### config.mk
export PLATFORM = sky130hd
export DESIGN_NAME = rom_port_arbiter
export DESIGN_NICKNAME = d
export VERILOG_FILES = /design/src/rtl/rom_port_arbiter.sv
export SDC_FILE = /design/constraint.sdc
export NUM_CORES = 1
export LEC_CHECK = 0
export ABC_AREA = 1
export CORE_ASPECT_RATIO = 1.75
export CORE_MARGIN = 5
export CORE_UTILIZATION = 46
export CTS_BUF_LIST = sky130_fd_sc_hd__clkbuf_4
export DETAILED_ROUTE_END_ITERATION = 8
export MAX_ROUTING_LAYER = met4
export PLACE_DENSITY = 0.83
export SYNTH_ARGS = -nofsm -noshare
export SYNTH_HDL_FRONTEND = slang
export SYNTH_SLANG_ARGS = --single-unit
### constraint.sdc
create_clock -name clk_sys -period 1.8 [get_ports clk_sys]
set_input_delay 0.36 -clock clk_sys [delete_from_list [all_inputs] [get_ports clk_sys]]
set_output_delay 0.36 -clock clk_sys [all_outputs]
set_load 0.02 [all_outputs]
### src/rtl/rom_port_arbiter.sv
// Single-port game ROM controller: sequences data_io download writes into the ROM RAM
// and round-robins the read port between the CPU and the graphics fetcher.
module rom_port_arbiter #(
  parameter int          AW       = 16,
  parameter int unsigned ROM_SIZE = 32'h6020,
  parameter int          RST_HOLD = 16
) (
  input  logic          clk_sys,
  input  logic          reset,
  input  logic          dl_download,
  input  logic          dl_wr,
  input  logic [AW-1:0] dl_addr,
  input  logic [7:0]    dl_data,
  input  logic          cpu_req,
  input  logic [AW-1:0] cpu_addr,
  output logic          cpu_ack,
  output logic [7:0]    cpu_dout,
  input  logic          gfx_req,
  input  logic [AW-1:0] gfx_addr,
  output logic          gfx_ack,
  output logic [7:0]    gfx_dout,
  output logic [AW-1:0] mem_addr,
  output logic          mem_we,
  output logic [7:0]    mem_din,
  input  logic [7:0]    mem_dout,
  output logic          game_reset,
  output logic          dl_done,
  output logic [AW-1:0] dl_count
);

  localparam logic [AW-1:0] ROM_LIMIT = AW'(ROM_SIZE);
  localparam int            HW        = (RST_HOLD < 1) ? 1 : $clog2(RST_HOLD + 1);

  typedef enum logic [1:0] {IDLE, ADDR, DATA, DL} state_t;
  typedef enum logic       {GNT_CPU, GNT_GFX}     gnt_t;

  state_t        state, state_next;
  gnt_t          gnt, last_gnt;
  logic [HW-1:0] hold_cnt;

  logic cpu_pend, gfx_pend, pick_gfx;
  logic start_rd, start_dl, end_dl, wr_ok;

  // A requester that is being acked this cycle drops req on seeing the ack,
  // so its still-high req must not be taken as a fresh request.
  assign cpu_pend = cpu_req & ~cpu_ack;
  assign gfx_pend = gfx_req & ~gfx_ack;
  assign pick_gfx = gfx_pend & (~cpu_pend | (last_gnt == GNT_CPU));

  // NOTE: state is updated with non-blocking assignments so every flop samples
  // the pre-edge values; blocking here would create order-dependent simulation.
  always_ff @(posedge clk_sys) begin
    if (reset) state <= IDLE;
    else       state <= state_next;
  end

  // NOTE: every signal driven here gets a default first, otherwise a path that
  // does not assign it would infer a latch.
  always_comb begin
    state_next = state;
    start_rd   = 1'b0;
    start_dl   = 1'b0;
    end_dl     = 1'b0;
    wr_ok      = 1'b0;
    case (state)
      IDLE: begin
        if (dl_download) begin
          state_next = DL;
          start_dl   = 1'b1;
        end else if (cpu_pend || gfx_pend) begin
          state_next = ADDR;
          start_rd   = 1'b1;
        end
      end
      ADDR: state_next = DATA;
      DATA: state_next = IDLE;
      DL: begin
        wr_ok = dl_wr && (dl_addr < ROM_LIMIT);
        if (!dl_download) begin
          state_next = IDLE;
          end_dl     = 1'b1;
        end
      end
      default: state_next = IDLE;
    endcase
  end

  always_ff @(posedge clk_sys) begin
    if (reset) begin
      mem_addr <= '0;
      mem_we   <= 1'b0;
      mem_din  <= '0;
      cpu_ack  <= 1'b0;
      gfx_ack  <= 1'b0;
      cpu_dout <= '0;
      gfx_dout <= '0;
      dl_count <= '0;
      dl_done  <= 1'b0;
      hold_cnt <= '0;
      gnt      <= GNT_CPU;
      last_gnt <= GNT_CPU;
    end else begin
      mem_we  <= wr_ok;
      cpu_ack <= 1'b0;
      gfx_ack <= 1'b0;

      if (hold_cnt != '0) hold_cnt <= hold_cnt - HW'(1);

      if (start_rd) begin
        mem_addr <= pick_gfx ? gfx_addr : cpu_addr;
        gnt      <= pick_gfx ? GNT_GFX : GNT_CPU;
      end

      // RAM data for the address presented in ADDR is on mem_dout during DATA.
      if (state == DATA) begin
        if (gnt == GNT_GFX) begin
          gfx_dout <= mem_dout;
          gfx_ack  <= 1'b1;
        end else begin
          cpu_dout <= mem_dout;
          cpu_ack  <= 1'b1;
        end
        last_gnt <= gnt;
      end

      if (start_dl) begin
        dl_count <= '0;
        dl_done  <= 1'b0;
      end

      if (wr_ok) begin
        mem_addr <= dl_addr;
        mem_din  <= dl_data;
        if (dl_count != '1) dl_count <= dl_count + AW'(1);
      end

      if (end_dl && (dl_count >= ROM_LIMIT)) begin
        dl_done  <= 1'b1;
        hold_cnt <= HW'(RST_HOLD);
      end
    end
  end

  // The core stays in reset until a complete image is loaded and has settled.
  assign game_reset = reset | dl_download | (state == DL) | (hold_cnt != '0) | ~dl_done;

endmodule

==> key figures <==
Outcome
  • Status: completed

CTS
  • Clk buf depth: 2
  • H-tree depth: 3
  • Worst-skew pair later-pin latency: 0.43 ns
  • Root Buffer: clkbuf_4
  • CTS tree: built
  • Clock transition at path regs: 0.12 ns
  • TritonCTS Buffers: 9
  • Clock sink total: 69
  • Post-CTS Hold Buffers: 0

Synthesis
  • Yosys cell types: 32
  • Net Count, Synth: 621
  • Mapped Area: 0.00347 mm²
  • Ys flop type: dfxtp_1
  • Post-synthesis sequential area ratio: 0.398
  • Area contributors post-synth: dfxtp_1, nand2_1, nor2_1
  • #FFs+latches synth: 69
  • FFs w/ async S/R, synth: 0
  • Count leader, synth: nand2_1
  • Syn Area/Cell: 6.34 µm²
  • Cells after synthesis: 548
  • Top-area cell type share of the netlist area: 0.398
  • Yosys warns: 0
  • Post-synth EDFFs: 0
  • Leading area contributor after synthesis: dfxtp_1
  • Most common library cells after synthesis: nand2_1, nor2_1, dfxtp_1

Global routing
  • Largest net degree at the start of global routing: 27
  • Gr usage total: 0.240
  • Initial antenna violation count: 1
  • First-pass GRT wire length: 17,300 µm
  • Vias in the first global route: 4,020
  • Grt total ovfl: 0

Timing
  • Worst hold slack: 0.478 ns
  • Final count of negative-setup-slack endpoints: 0
  • Slew HR: 0.764
  • Slew Limit Fails: 0
  • Final min period: 1.72 ns
  • Clock skew: 0.0176 ns
  • Final worst slack: 0.0765 ns
  • Period utilisation layout: 0.958
  • Max Freq: 0.580 GHz
  • Worst Max-Slew Pin Slew: 0.353 ns
  • Hold violation count in the final report: 0

Routing
  • DRC Markers: 0
  • Pre-Repair DR Iteration Count: 4
  • Drt via density: 5.03
  • Met2 WL: 5880 µm
  • Top Layer Used: met4
  • Total Wirelength: 10,600 µm
  • Routed WL per cell: 13.4 µm
  • Post-Route M1 WL: 3560 µm
  • Wire length on met3: 839 µm
  • Iteration-0 DRC count of the detailed router: 237
  • DRT antenna net count: 0
  • Via count: 3,992

Pwr
  • Worst vdd ir: 0.423 mV
  • Sw Ratio: 0.298
  • Clk pwr share: 0.288
  • Seq pwr share: 0.436
  • Power Dens Cells: 736 mW/mm²
  • Pwr Total: 3.90 mW
  • Leak: 2.84 nW
  • Pint: 2.74 mW
  • Logic gate share of total power: 0.276
  • Psw: 1.16 mW

Worst setup path
  • Kind of critical path: reg2out
  • Critical path, cell by cell: clkdlybuf4s50_1
  • CP Depth: 1
  • Buf/Inv on CP: 1
  • Critical path arrival: 1.36 ns
  • Worst Path Required: 1.44 ns
  • Crit path capture type: primary output
  • Slowest CP cell: clkdlybuf4s50_1
  • Worst r2r path cells: 9
  • Crit path max fanout: 2
  • Critical path launch point type: register
  • Largest stage delay on the critical path: 0.60 ns
  • CP top delay family: buffers and inverters

Floorplan
  • IO Count: 131
  • Die area: 0.00946 mm²
  • Die X: 75.7 µm
  • Num rows: 42
  • Core area: 0.00746 mm²
  • Die height: 125 µm
  • Initial Utilization: 0.466

Place
  • Detail Placement HPWL: 8320 µm
  • Pre-CTS setup slack: -0.219 ns
  • Placed cell area: 0.00503 mm²
  • Gp weighted congestion: 0.933
  • IO buf count: 130

Run
  • Max-cap violations: 0

Cells and area
  • Fill cells: 639
  • Net count, final: 774
  • Post-layout instance area: 0.00530 mm²
  • FF/Latch Area: 0.00138 mm²
  • Share of cells above drive strength 1: 0.102
  • Multi-input logic area: 0.00186 mm²
  • Area grow syn2layout: 52.4%

Min path
  • Hold depth: 2
  • Path type of the worst min-delay path: reg2reg
## what timing repair did
item	CTS	global route
pin swaps	0	3
gates cloned	0	0
setup buffers	0	6
resized for setup	37	38
setup endpoints to repair	32	34
## logic make-up (layout without fill, tap and decap cells)
family / after synthesis / after routing / synth area share
AOI/OAI and AO/OA: 69 / 69 / 0.101
xor gates and xnor gates: 4 / 4 / 0.0101
adders and majority gates: 3 / 3 / 0.0108
buffers and inverters: 65 / 222 / 0.0785
DFF: 69 / 69 / 0.398
other: 0 / 1 / 0
and+or+nand+nor: 338 / 338 / 0.402
## layout make-up
class	instances	area share
multi-input cells	414	0.350
repair buffers	162	0.306
flip-flops and latches	69	0.261
inverters	45	0.0319
well taps	88	0.0208
clock inverters	6	0.0168
clock buffers	9	0.0128
diodes	1	0.000472
## sequential cells by signal (all words and copies together) (netlist names)
register / flops
dl_count: 16
mem_addr: 16
cpu_dout: 8
gfx_dout: 8
mem_din: 8
hold_cnt: 5
state: 2
cpu_ack: 1
dl_done: 1
gfx_ack: 1
gnt: 1
last_gnt: 1
mem_we: 1
## path summary, 6_finish.rpt
path                                  from                       end  slack [ns]
setup / recovery   mem_din[2]$_SDFFE_PP0P_                mem_din[2]        0.08
hold / removal    gfx_dout[3]$_SDFFE_PP0P_  gfx_dout[3]$_SDFFE_PP0P_        0.48
hold reg to reg   gfx_dout[3]$_SDFFE_PP0P_  gfx_dout[3]$_SDFFE_PP0P_        0.48
setup reg to reg    dl_count[0]$_SDFF_PP0_    dl_count[0]$_SDFF_PP0_        0.17
## stage by stage
stage                     std cells  TNS (ns)  utilization
final                           794         0        0.710
after global routing            794   -0.0134        0.710
after CTS                       787   -0.0197        0.689
after detailed placement        772     -3.65        0.674
after global placement          772     -2.23        0.674
after floorplan                 548         0            -
## power groups by stage
| stage | clock network [mW] | registers, mW | logic (mW) |
|---|---|---|---|
| final | 1.12 | 1.70 | 1.08 |
| after global routing | 1.23 | 1.71 | 1.19 |
| after CTS | 1.15 | 1.70 | 0.975 |
| after detailed placement | 0 | 1.73 | 0.979 |
| after global placement | 0 | 1.72 | 0.943 |
| after floorplan | 0 | 1.79 | 0.420 |
## layout by cell type, fill, tap and decap left out, types with 2 or more instances in the layout
cell type	count
clkdlybuf4s50_1	72
buf_12	4
or2_2	3
inv_2	4
clkinvlp_4	2
dlygate4sd2_1	31
nand2_2	2
nor2_2	4
nor2_1	97
dlymetal6s2s_1	26
nand4_1	6
dfxtp_1	67
nor3_1	2
nand2_4	2
nand2_1	183
nand3_1	32
dfxtp_2	2
xor2_1	3
inv_1	39
clkinv_1	2
o21ai_1	4
nor2_4	2
o21ai_0	34
a21oi_1	28
buf_4	28
ha_1	2
clkbuf_4	9
bufinv_16	2
## routing by layer
metal / track usage / vias to the layer above
met5: - / -
met4: 0.124 / 0
met3: 0.0715 / 26
met2: 0.427 / 157
met1: 0.218 / 1783
li1: - / 2026
Power figures use the tool's default switching activity.
